--- src/rtl/ex_muldiv_unit.sv ---
// ex_muldiv_unit: iterative multiply/divide unit with HI/LO registers for the
// EX stage. One multiply or divide bit per cycle, sign fix-up in a final cycle,
// and a combinational stall to hold dependent MFHI/MFLO or new requests in EX.
module ex_muldiv_unit #(
   parameter int unsigned WIDTH = 32
) (
   input  logic             Clk,
   input  logic             Reset,
   input  logic             Start,
   input  logic [2:0]       Op,
   input  logic [WIDTH-1:0] ReadData1,
   input  logic [WIDTH-1:0] ReadData2,
   input  logic             HiLoRead,
   input  logic             Flush,
   output logic             Busy,
   output logic             Stall,
   output logic             Done,
   output logic             DivByZero,
   output logic [WIDTH-1:0] HI,
   output logic [WIDTH-1:0] LO
);

   localparam int unsigned ACC_W = 2 * WIDTH;
   localparam int unsigned CNT_W = $clog2(WIDTH + 1);

   typedef enum logic [1:0] {
      S_IDLE = 2'd0,
      S_RUN  = 2'd1,
      S_FIX  = 2'd2
   } state_t;

   typedef enum logic [2:0] {
      OP_NONE  = 3'b000,
      OP_MULT  = 3'b001,
      OP_MULTU = 3'b010,
      OP_DIV   = 3'b011,
      OP_DIVU  = 3'b100,
      OP_MTHI  = 3'b101,
      OP_MTLO  = 3'b110
   } op_t;

   state_t           state;
   logic [CNT_W-1:0] count;
   // Multiply: {partial product, remaining multiplier}. Divide: {remainder, dividend/quotient}.
   logic [ACC_W-1:0] acc;
   // Multiplicand magnitude for multiply, divisor magnitude for divide.
   logic [WIDTH-1:0] opnd;
   logic             is_div;
   logic             prod_neg;
   logic             quo_neg;
   logic             rem_neg;

   op_t              op_in;
   logic             is_signed;
   logic             a_neg;
   logic             b_neg;
   logic [WIDTH-1:0] rs_mag;
   logic [WIDTH-1:0] rt_mag;
   logic [WIDTH:0]   mul_sum;
   logic [ACC_W-1:0] mul_next;
   logic [WIDTH:0]   div_shift;
   logic             div_ge;
   logic [WIDTH-1:0] div_diff;
   logic [ACC_W-1:0] div_next;
   logic [ACC_W-1:0] prod_fix;
   logic [WIDTH-1:0] quo_fix;
   logic [WIDTH-1:0] rem_fix;

   assign op_in = op_t'(Op);

   // Requests already waiting in EX, or HI/LO readers, must hold while an operation runs.
   assign Stall = Busy & (Start | HiLoRead);

   // Operand magnitudes, one iteration step for each operation, and final sign fix-up.
   always_comb begin
      is_signed = 1'b0;
      a_neg     = 1'b0;
      b_neg     = 1'b0;
      rs_mag    = ReadData1;
      rt_mag    = ReadData2;
      mul_sum   = '0;
      mul_next  = '0;
      div_shift = '0;
      div_ge    = 1'b0;
      div_diff  = '0;
      div_next  = '0;
      prod_fix  = acc;
      quo_fix   = acc[WIDTH-1:0];
      rem_fix   = acc[ACC_W-1:WIDTH];

      is_signed = (op_in == OP_MULT) || (op_in == OP_DIV);
      a_neg     = is_signed & ReadData1[WIDTH-1];
      b_neg     = is_signed & ReadData2[WIDTH-1];
      // Most-negative keeps its bit pattern, which is its correct unsigned magnitude.
      rs_mag    = a_neg ? (~ReadData1 + WIDTH'(1)) : ReadData1;
      rt_mag    = b_neg ? (~ReadData2 + WIDTH'(1)) : ReadData2;

      // Shift-add: conditionally add multiplicand to the upper half, then shift right with carry.
      mul_sum   = {1'b0, acc[ACC_W-1:WIDTH]} + (acc[0] ? {1'b0, opnd} : {(WIDTH + 1){1'b0}});
      mul_next  = {mul_sum, acc[WIDTH-1:1]};

      // Restoring divide: shift next dividend bit into the remainder and trial-subtract.
      div_shift = {acc[ACC_W-1:WIDTH], acc[WIDTH-1]};
      div_ge    = div_shift >= {1'b0, opnd};
      div_diff  = div_shift[WIDTH-1:0] - opnd;
      div_next  = {(div_ge ? div_diff : div_shift[WIDTH-1:0]), acc[WIDTH-2:0], div_ge};

      prod_fix  = prod_neg ? (~acc + ACC_W'(1)) : acc;
      quo_fix   = quo_neg ? (~acc[WIDTH-1:0] + WIDTH'(1)) : acc[WIDTH-1:0];
      rem_fix   = rem_neg ? (~acc[ACC_W-1:WIDTH] + WIDTH'(1)) : acc[ACC_W-1:WIDTH];
   end

   // Control FSM, iteration datapath and HI/LO commit.
   always_ff @(posedge Clk or posedge Reset) begin
      if (Reset) begin
         state     <= S_IDLE;
         count     <= '0;
         acc       <= '0;
         opnd      <= '0;
         is_div    <= 1'b0;
         prod_neg  <= 1'b0;
         quo_neg   <= 1'b0;
         rem_neg   <= 1'b0;
         Busy      <= 1'b0;
         Done      <= 1'b0;
         DivByZero <= 1'b0;
         HI        <= '0;
         LO        <= '0;
      end else begin
         Done      <= 1'b0;
         DivByZero <= 1'b0;
         case (state)
            S_IDLE: begin
               if (Start && !Flush) begin
                  case (op_in)
                     OP_MULT, OP_MULTU: begin
                        opnd     <= rs_mag;
                        acc      <= {{WIDTH{1'b0}}, rt_mag};
                        is_div   <= 1'b0;
                        prod_neg <= a_neg ^ b_neg;
                        quo_neg  <= 1'b0;
                        rem_neg  <= 1'b0;
                        count    <= CNT_W'(WIDTH);
                        state    <= S_RUN;
                        Busy     <= 1'b1;
                     end
                     OP_DIV, OP_DIVU: begin
                        if (ReadData2 == '0) begin
                           // No iterations: report the fault and leave HI/LO untouched.
                           Done      <= 1'b1;
                           DivByZero <= 1'b1;
                        end else begin
                           opnd     <= rt_mag;
                           acc      <= {{WIDTH{1'b0}}, rs_mag};
                           is_div   <= 1'b1;
                           prod_neg <= 1'b0;
                           quo_neg  <= a_neg ^ b_neg;
                           rem_neg  <= a_neg;
                           count    <= CNT_W'(WIDTH);
                           state    <= S_RUN;
                           Busy     <= 1'b1;
                        end
                     end
                     OP_MTHI: HI <= ReadData1;
                     OP_MTLO: LO <= ReadData1;
                     default: ;
                  endcase
               end
            end
            S_RUN: begin
               if (Flush) begin
                  state <= S_IDLE;
                  Busy  <= 1'b0;
               end else begin
                  acc   <= is_div ? div_next : mul_next;
                  count <= count - CNT_W'(1);
                  if (count == CNT_W'(1)) begin
                     state <= S_FIX;
                  end
               end
            end
            S_FIX: begin
               state <= S_IDLE;
               Busy  <= 1'b0;
               // A squash in the commit cycle wins: nothing is written.
               if (!Flush) begin
                  Done <= 1'b1;
                  if (is_div) begin
                     HI <= rem_fix;
                     LO <= quo_fix;
                  end else begin
                     HI <= prod_fix[ACC_W-1:WIDTH];
                     LO <= prod_fix[WIDTH-1:0];
                  end
               end
            end
            default: begin
               state <= S_IDLE;
               Busy  <= 1'b0;
            end
         endcase
      end
   end

endmodule

--- config.mk ---
export PLATFORM = sky130hd
export DESIGN_NAME = ex_muldiv_unit
export DESIGN_NICKNAME = d
export VERILOG_FILES = /design/src/rtl/ex_muldiv_unit.sv
export SDC_FILE = /design/constraint.sdc
export NUM_CORES = 1
export LEC_CHECK = 0
export ABC_AREA = 1
export CORE_ASPECT_RATIO = 1.75
export CORE_MARGIN = 3
export CORE_UTILIZATION = 35
export DETAILED_ROUTE_END_ITERATION = 8
export GPL_TIMING_DRIVEN = 0
export PLACE_DENSITY = 0.49
export SYNTH_ARGS = -nofsm -noshare
export SYNTH_HDL_FRONTEND = slang
export SYNTH_SLANG_ARGS = --single-unit
--- constraint.sdc ---
create_clock -name Clk -period 7.1 [get_ports Clk]
set_clock_uncertainty 0.15 [all_clocks]
set_input_delay 1.065 -clock Clk [delete_from_list [all_inputs] [get_ports Clk]]
set_output_delay 1.065 -clock Clk [all_outputs]
set_load 0.005 [all_outputs]
==> impl_metrics.ini <==
[status]
status = complete, no violations

[yosys]
synthCells = 3325
ys_types = 51
async_flop_share_pct = 100
synth_edf_count = 0
syn_area_um2 = 19000
ys.warnings.count = 0
synth_seq_area_share_pct = 23.0
synth_fp_nets = 3469
ys_ff_latch = 175
synth_ff_type = dfrtp_1
yosysTopAreaCellShare_pct = 23.0
yosysTopAreaCell = dfrtp_1
syn_avg_cell_area_um2 = 5.72
synthTopCellsByArea = dfrtp_1 23%, nand2_1 20%, nor2_1 10%

[die]
die_y_um = 314
start_util_pct = 35.5
dieArea_um2 = 57300
io_pins = 140
fp.dieW_um = 182
num_rows = 112
coreArea_um2 = 53500

[route]
wl_per_cell_um = 26.8
drcViolationCount = 0
routed_wl_um = 112000
vias = 24000
dr.pass1.iters = 9
drt_iter0_drc = 2222
ant_nets = 0
viasPerCell = 5.73

[timing]
setup_viol = 0
fin_crit_sh_pct = 55.1
period_needed_ns = 3.91
rsz0062_at_grt = false
slew_headroom_pct = 29.9
layout_setup_ws_ns = 3.19
tns_ns = 0
hold_viol = 0
tightestPinTransition_ns = 1.05
fmaxAchievable_ghz = 0.256
slew_viol_final = 0

[clock_tree]
clk_pin_slew_ns = 0.07
clock_latency_ns = 0.50
postCtsResizedCells = 0
cts_tree = done
cts_sinks = 175
cts-root-buf = clkbuf_16
cts_buffers = 17
clockBufferDepth = 2
post-cts-setup-buffers = 0
cts_hold_buf = 0
htree_levels = 4

[worst_setup_path]
cp_cell_sequence = buf_2 > clkbuf_1 > nand2_1 > inv_1 > ha_1 > inv_1 > fa_1 > nand3b_1 > nand2_1 > nand2_1 > nand2_1 > a21o_1 > nand2_1 > nand3_1 > nand2_1 > nor2_1 > nor2_1 > nand2_1 > nand2_1
crit_top_cell = nand2_1
crit_slowest_cell = clkbuf_1
endpoint_kind = flip-flop
crit_fanout = 10
cp-start-kind = flip-flop
critPathKind = reg -> reg
max_stage_delay_ns = 0.43
cp.arrival_ns = 4.14
critPathRequiredTime_ns = 7.33

[power]
p_leak_nw = 10.8
internal-power_mw = 3.86
sequentialPowerShare_pct = 22.9
clockPowerShare_pct = 11.1
p_per_area_nw_per_um2 = 423
power.total_mw = 9.26
vdd_drop_max_mv = 0.250
swShare_pct = 58.3
p_comb_share_pct = 66.1
p_sw_mw = 5.40

[global_routing]
grt_overflow = 0
grt_pass1_vias = 23400
grt_pass1_wl_um = 158000
antenna_found_initial = 2
grt_max_degree = 117
grt.total_usage_pct = 38.1

[layout]
finish.utilization_pct = 40.9
fillers = 6065
drive_above_1_share_pct = 3.09
seqCellArea_um2 = 4380
nNetsFinal = 3628
n_antenna_cell = 0
syn2layout_area_growth_pct = 15.1
multi_input_area_um2 = 12700

[placement]
dpl_worst_slack_ns = 2.95
place.gp.congestion = 1.04
io_buffer_count = 139
hpwl_um = 94400

[worst_hold_path]
hp-class = reg -> reg

[run]
maxCapViolCount = 0
==> final timing paths <==
path	endpoint	startpoint	depth (start not counted)	slack [ns]
worst max register to register	acc[49]	acc[0]	19	3.19
worst min-delay path	count[5]	count[5]	2	0.34
max in group asynchronous	acc[63]	Reset	3	4.90
min in group asynchronous	HI[27]	Reset	2	0.87
worst max-delay path	acc[49]	acc[0]	19	3.19
worst min register to register	count[5]	count[5]	2	0.34
==> metrics by stage <==
| stage | std cells | hold slack (ns) | cell area [um^2] |
|---|---|---|---|
| global placement | 4148 | 0.318 | 21300 |
| CTS | 4181 | 0.348 | 21900 |
| floorplan | 3325 | 0.301 | 19000 |
| global route | 4181 | 0.365 | 21900 |
| detailed placement | 4149 | 0.320 | 21300 |
| finish | 4181 | 0.338 | 21900 |
==> Yosys cell counts, drive strengths merged, types with 16 or more instances <==
master,count
nand2,1032
nor2,517
inv,381
nand3,346
o21ai,196
a21oi,188
dfrtp,175
clkbuf,72
ha,70
xor2,70
buf,48
o211ai,44
nand4,39
nor3,25
nand3b,16
o21bai,16
==> cell families (layout without fill, tap and decap cells) <==
family,Yosys count,in the layout,synth area share (%)
adders and majority gates,72,72,4.81
muxes,1,1,0.0526
and+or+nand+nor,1992,1992,43.1
xor gates and xnor gates,73,73,3.36
buffers and inverters,504,676,10.4
AOI/OAI and AO/OA,508,508,15.3
DFF,175,175,23.0
==> power groups by stage <==
stage | Sequential [mW] | Clock, mW | Combinational, mW
2_1_floorplan | 1.76 | 0 | 3.67
3_3_place_gp | 2.10 | 0 | 5.98
3_5_place_dp | 2.11 | 0 | 5.98
4_1_cts | 2.09 | 1.02 | 6.02
5_1_grt | 2.11 | 1.06 | 6.62
6_report | 2.12 | 1.02 | 6.12
==> per-layer routing <==
metal / track usage, % / up-vias / part of all wire (%)
li1: - / 11100 / -
met3: 5.28 / 445 / 5.8
met5: 0 / - / 0
met2: 67.9 / 1221 / 50
met1: 38.1 / 11200 / 33
met4: 34.3 / 0 / 11
==> critical path: cells and delay by family (launching register included) <==
kind	cells	cell delay [ns]
and+or+nand+nor	12	1.67
buffers and inverters	4	0.79
adders and majority gates	2	0.57
DFF	1	0.32
AOI/OAI and AO/OA	1	0.31
==> flip-flops by register name, indices dropped and copies added (netlist names) <==
| register | cells |
|---|---|
| LO | 32 |
| quo_neg | 1 |
| state | 2 |
| DivByZero | 1 |
| Busy | 1 |
| is_div | 1 |
| rem_neg | 1 |
| opnd | 32 |
| count | 6 |
| acc | 64 |
| Done | 1 |
| prod_neg | 1 |
| HI | 32 |
==> layout make-up <==
type	instances	area share, %
multi-input cells	2646	57.9
repair buffers	140	6.48
well taps	684	3.91
clock inverters	14	0.697
inverters	384	6.62
plain buffers	120	2.41
flip-flops and latches	175	20.0
clock buffers	18	2.01
==> placed cells by master (no fill, tap or decap), types with 4 or more instances in the layout <==
cell type	count
xor2_1	70
a22o_1	5
nand2_2	6
inv_6	5
buf_6	6
ha_1	70
clkdlybuf4s50_1	139
dfrtp_1	175
a22oi_1	9
o21ai_1	38
buf_2	23
o21ai_0	156
buf_1	18
o31ai_1	7
a211oi_1	4
or2_2	4
o211ai_1	42
and2_1	6
nand3b_1	16
nor2_2	7
nor4_1	4
o21bai_1	16
nor3_1	25
inv_2	10
clkbuf_1	72
nor2_1	508
a21o_1	5
inv_1	370
o22ai_2	8
nand2_1	1026
o221ai_1	4
nand4_1	39
a21oi_1	186
a31oi_1	15
nand3_1	345
clkbuf_16	17
Note: power is estimated with default switching activity, not from simulation.
